==> src/rtl/tcb_if.sv <==
// tcb_if: request/response bus monitor with response alignment, byte masking, protocol checks and counters.
module tcb_if #(
  parameter int DLY = 1,
  parameter int ADR = 32,
  parameter int DAT = 32
) (
  input  logic             clk,
  input  logic             rst,
  input  logic             vld,
  input  logic             wen,
  input  logic             ren,
  input  logic             ndn,
  input  logic [ADR-1:0]   adr,
  input  logic [2:0]       siz,
  input  logic [DAT/8-1:0] ben,
  input  logic [DAT-1:0]   wdt,
  input  logic             rdy,
  input  logic [DAT-1:0]   rdt,
  input  logic [7:0]       sts,
  output logic             trn,
  output logic             stl,
  output logic             idl,
  output logic             rsp_vld,
  output logic             d_wen,
  output logic             d_ren,
  output logic [ADR-1:0]   d_adr,
  output logic [2:0]       d_siz,
  output logic [DAT/8-1:0] d_ben,
  output logic [DAT-1:0]   rsp_dat,
  output logic             err_aln,
  output logic             err_ben,
  output logic [31:0]      trn_cnt,
  output logic [31:0]      stl_cnt
);
  localparam int BYT = DAT / 8;
  localparam int OFF = $clog2(BYT);
  localparam int OW  = (OFF > 0) ? OFF : 1;
  localparam int PW  = 3 + ADR + 3 + BYT;
  logic [OW-1:0]    lo;
  logic [OW-1:0]    aln_msk;
  logic [2*BYT-1:0] exp_ben;
  logic [PW-1:0]    cur;
  logic [PW-1:0]    dly;
  logic             unused_ok;
  assign trn = vld & rdy;
  assign stl = vld & ~rdy;
  assign idl = ~vld;
  assign lo  = (OFF > 0) ? adr[OW-1:0] : '0;
  assign unused_ok = ^{wdt, sts};
  always_comb begin
    aln_msk = OW'((32'd1 << siz) - 32'd1);
    exp_ben = (((2*BYT)'(1) << (32'd1 << siz)) - (2*BYT)'(1)) << lo;
    err_aln = vld & ((32'(siz) > OFF) | (|(lo & aln_msk)));
    err_ben = vld & ((wen == ren) | (~ndn & (32'(siz) <= OFF) & ({{BYT{1'b0}}, ben} != exp_ben)));
  end
  always_ff @(posedge clk or negedge rst)
    if (!rst) begin
      trn_cnt <= '0;
      stl_cnt <= '0;
    end else begin
      trn_cnt <= trn_cnt + 32'(trn);
      stl_cnt <= stl_cnt + 32'(stl);
    end
  assign cur = {trn, wen, ren, adr, siz, ben};
  // Stages shift unconditionally so responses stay a fixed DLY after their transfer.
  if (DLY == 0) begin : g_comb
    assign dly = cur;
  end else begin : g_pipe
    logic [PW-1:0] stg [DLY];
    always_ff @(posedge clk or negedge rst)
      if (!rst) begin
        for (int i = 0; i < DLY; i++) stg[i] <= '0;
      end else begin
        stg[0] <= cur;
        for (int i = 1; i < DLY; i++) stg[i] <= stg[i-1];
      end
    assign dly = stg[DLY-1];
  end
  assign {rsp_vld, d_wen, d_ren, d_adr, d_siz, d_ben} = dly;
  always_comb begin
    rsp_dat = '0;
    for (int i = 0; i < BYT; i++) rsp_dat[8*i +: 8] = (d_ren & d_ben[i]) ? rdt[8*i +: 8] : 8'h00;
  end
endmodule

==> config.mk <==
export PLATFORM = sky130hd
export DESIGN_NAME = tcb_if
export DESIGN_NICKNAME = d
export VERILOG_FILES = /design/src/rtl/tcb_if.sv
export SDC_FILE = /design/constraint.sdc
export NUM_CORES = 1
export LEC_CHECK = 0
export BUFFER_PORTS_ARGS = -buffer_cell sky130_fd_sc_hd__buf_4
export CAP_MARGIN = 10
export CORE_MARGIN = 1.5
export CORE_UTILIZATION = 30
export CTS_BUF_LIST = sky130_fd_sc_hd__clkbuf_16
export CTS_CLUSTER_DIAMETER = 200
export DETAILED_ROUTE_END_ITERATION = 10
export PLACE_DENSITY_LB_ADDON = 0.12
export SLEW_MARGIN = 30
export SYNTH_ARGS = -nofsm -noshare
export SYNTH_HDL_FRONTEND = slang
export SYNTH_SLANG_ARGS = --single-unit
==> constraint.sdc <==
create_clock -name clk -period 2.6 [get_ports clk]
set_input_delay 0.13 -clock clk [delete_from_list [all_inputs] [get_ports clk]]
set_output_delay 0.13 -clock clk [all_outputs]
set_load 0.02 [all_outputs]
Word-level counts from Yosys, hierarchy flattened. Cells that the tools add are included.

Register bits: 106. Output and inout bits: 143.

Shifts and indexed selects: 3. Add/sub/neg operators: 4. Reduce and logical (&&, ||, !) cells: 1. Bitwise logic cells: 16. Mux-type cells: 4. Eq/ne operators: 2. Order comparisons: 2.

Operator list (count): $add A32 B1 Y32 (2); $mux W8 (4); $shl A1 B3 Y32 const A (1); $shl A1 B32 Y8 const A (1); $and A1 B1 Y1 (10); $ne A4 B8 Y1 (1); $shl A8 B2 Y8 (1); $sub A8 B2 Y8 const B (1); $gt A3 B2 Y1 const B (1); $le A3 B2 Y1 const B (1); $not A1 Y1 (3); $and A2 B2 Y2 (1); $or A1 B1 Y1 (2); $reduce_or A2 Y1 (1); $sub A2 B1 Y2 const B (1); $eq A1 B1 Y1 (1).

Logic depth before layout (Yosys ltp).
Depth after elaboration: 8. Depth in mapped cells: 8. Mapped depth without buffers: 8.

Least setup slack after synthesis. OpenSTA, ideal clock, no wires.

Path kind: input-to-output. From: input port siz[1]. To: output port err_ben. Stages on the path: 7. Data arrival time: 1.821 ns. Buffers on the path: 1. Setup slack: 0.649 ns. Path through: clkbuf_1 > or3_1 > ha_1 > or3b_1 > a311o_1 > o31ai_1 > a41oi_1.

Cells in the longest elaborated chain, start to end: 8. Elaborated cells between the ends (all ways): 10. Those cells by class: add/sub: 1; order compare: 1; eq/ne: 1; shift: 3; bitwise: 4.

RTL lines: start: declaration (line 14) `input logic [2:0] siz,`; $shl A1 B3 Y32 (line 52) `exp_ben = (((2*BYT)'(1) << (32'd1 << siz)) - (2*BYT)'(1)) << lo;`; $shl A1 B32 Y8 (line 52); $sub A8 B2 Y8 (line 52); $shl A8 B2 Y8 (line 52); $ne A4 B8 Y1 (line 54) `err_ben = vld & ((wen == ren) | (~ndn & (32'(siz) <= OFF) & ({{BYT{1'b0}}, ben} != exp_ben)));`; $and A1 B1 Y1 (*) (line 54); $or A1 B1 Y1 (*) (line 54); $and A1 B1 Y1 (*) (line 54); end: declaration (line 31) `output logic err_ben,`.

Every way passes the cells marked *; elsewhere a longest branch is shown, timed or not.

Worst setup path in the final report.
From: input port adr[1]. To: output port err_ben.

Cells in the longest elaborated chain, start to end: 5.

RTL lines: start: declaration (line 13) `input logic [ADR-1:0] adr,`; $shl A8 B2 Y8 (line 52); $ne A4 B8 Y1 (line 54); $and A1 B1 Y1 (line 54); $or A1 B1 Y1 (line 54); $and A1 B1 Y1 (line 54).

Every way passes these cells.

==> reports/results.txt <==
Status = completed
Skew final = 0.0109 ns
Largest net degree at the start of global routing = 61
Yosys cell types = 37
Max VDD drop = 0.000398 V
Clock Tree Buf Depth = 2
PwrDens = 575 nW/um2
Crit path DAT = 2.16 ns
Max frequency = 437 MHz
Yosys reg bits = 106
GPL Wtd Cong = 0.782
Hold_ws = 0.123 ns
Initial antenna violation count = 0
Final HPWL DP = 8.98 mm
Clk slew on worst S/H paths = 0.07 ns
Synth Instances = 358
EDFF count, synth = 0
DR vias/cell = 4.57
Max layer used = met4
Dominant synthesized flop cell = dfrtp_1
Launch point of the worst path = adr[1]
Area delta synth->final = 58.4%
Vias = 3,711
CP startpoint kind = input pin
Syn. warnings = 0
Final Util = 0.483
Number of DRC markers in iteration 0 = 153
Die Area = 15,400 um2
Clk sinks = 106
DIE HEIGHT = 124 um
Fillers = 1,382
Worst-Margin Slew = 0.750 ns
Total power = 4.00 mW
Critical Path Sink Type = output pin
Crit path buf inv count = 3
Worst hold path class = in -> reg
WL final = 12.5 mm
Met2 WL = 6.20 mm
DR pass1 iterations = 4
Post-Route M1 WL = 5.52 mm
Post-Syn Nets = 481
Area of the multi-input gates = 1690 um2
IO Port Bufs = 220
Fin crit period = 2.29 ns
Num CTS Buffers = 9
Final Hold Fails = 0
Leak = 3.57 nW
Htree depth = 3
Root Driver = clkbuf_16
FF+latch area = 2650 um2
Critical setup path kind = in -> out
R2R Path Start = trn_cnt[0]$_DFF_PN0_
Max stage delay on crit path = 0.54 ns
Mapped cell area = 4400 um2
Final setup vio count = 0
Initial Util = 0.305
Crit-path max FO = 9
Flop2flop setup slack = 0.55 ns
Setup ws final = 0.314 ns
WP depth = 7
Slowest stage cell on the critical path = dlygate4sd3_1
Worst setup path end = err_ben
Fin. max-slew vios = 0
Grt ovf = 0
Async S/R FF share, synth = 1.00
Io pins = 261
Vias in the first global route = 3,665
Top cell type's share of synthesized area = 0.603
Clk_lat worst skew = 0.34 ns
Seq/Total Area, Yosys = 0.603
Worst path cell trace = dlygate4sd3_1 -> buf_4 -> or3b_1 -> a311o_1 -> o31ai_1 -> a41oi_1 -> buf_4
Ant diodes = 0
WP data required = 2.47 ns
Synth area leader = dfrtp_1
Die W = 124 um
R2r endpoint = trn_cnt[26]$_DFF_PN0_
Setup tns final = 0 ns
RSZ-0062 raised after global routing = no
Final #Nets = 747
Core Area = 14,400 um2
Avg Synthesized Cell Area = 12.3 um2
Drc violations = 0
Synth top area cells = dfrtp_1, xnor2_1, and3_1
Slew headroom = 0.496
Rows = 44
First-pass GRT wire length = 18.9 mm
Total track usage = 0.160
Number of max-cap violations = 0
Routed wire per std cell = 15.4 um
Met3 wire len = 566 um
CP top delay family = buffers and inverters
Setup Buffers After CTS = 0
Fin crit share = 0.879
ANT nets after route = 0
CP most frequent cell = buf_4
CTS tree = yes
Share of layout cells above drive strength 1 = 0.389
R2R depth = 6
Place WS = 0.463 ns
[how the worst min path moves through the flow]
stage,slack [ns],start,to,depth (start not counted)
after floorplan,-0.17,rst,dly[0]$_DFF_PN0_,0
after global placement,0.19,rst,trn_cnt[5]$_DFF_PN0_,1
after detailed placement,0.19,rst,trn_cnt[5]$_DFF_PN0_,1
after CTS,0.09,rdy,dly[41]$_DFF_PN0_,2
after global routing,0.11,rdy,dly[41]$_DFF_PN0_,2
final,0.12,rdy,dly[41]$_DFF_PN0_,2
[worst register-to-register path, cell delays in order (launching register included)]
cell and delay, ns:
dfrtp_1 0.35, ha_1 0.27, ha_1 0.25, inv_1 0.10, nor4_4 0.61, nand4_1 0.19
xnor2_1 0.17
[per-stage QoR]
stage	std cells	cell area, um2
2_1_floorplan	358	4400
3_3_place_gp	755	6260
3_5_place_dp	755	6260
4_1_cts	812	6960
5_1_grt	812	6960
6_report	812	6960
[logic make-up (layout without fill, tap and decap cells)]
group           after synthesis  after routing  share of synthesized area
fa+ha+maj                     5              5                     0.0142
compound gates               12             12                     0.0182
simple gates                159            159                      0.226
other cells                   1              1                   0.000853
buf+inv                      12            282                     0.0122
flops                       106            106                      0.603
xor+xnor                     63             63                      0.125
[metal layers]
metal | vias up | track usage
met4 | 0 | 0.0504
met1 | 1821 | 0.207
li1 | 1786 | -
met2 | 89 | 0.261
met3 | 15 | 0.0444
met5 | - | 0
[sequential cells by signal, summed over array words and instances, names as in the netlist]
| name | flops |
|---|---|
| dly | 42 |
| trn_cnt | 32 |
| stl_cnt | 32 |
[timing repair]
action                    in CTS  in global routing
gates resized for setup        0                  0
hold buffers                  42                  0
hold endpoints to repair      87                  0
[cells in the mapped netlist (4+ instances only)]
library cell	count
and2_1	5
and3_1	42
and4_1	5
clkbuf_1	6
dfrtp_1	106
ha_1	5
inv_1	4
nand2_1	18
nand3_1	30
nand4_1	16
nor2_1	13
nor3_1	11
nor4_2	4
nor4_4	4
xnor2_1	41
xor2_1	22
[layout make-up]
cell class / count / share of cell area
clock buffer: 9 / 0.0323
clock inverter: 6 / 0.00827
inverter: 4 / 0.00216
multi-input combinational: 240 / 0.243
sequential: 106 / 0.381
tap: 184 / 0.0331
timing repair buffer: 263 / 0.300
[report_power, final]
part	leakage [nW]	total [mW]	internal (mW)	switching, mW
Sequential	1.36	1.92	1.77	0.154
Clock	0.138	1.32	0.735	0.588
Combinational	2.07	0.758	0.371	0.386
[cell usage in the layout, fill, tap and decap left out, drive strengths merged, types with 3 or more instances in the layout]
master,netlist,routed
nand3,30,30
inv,4,6
xnor2,41,41
dfrtp,106,106
a21oi,3,3
xor2,22,22
nand4,18,18
and4,5,5
clkbuf,6,9
nor4,8,8
nand2,18,18
ha,5,5
and3,42,42
dlygate4sd3,0,42
nor3,11,11
buf,2,221
nor2,13,13
and2,5,5
(Power assumes the default switching activity.)
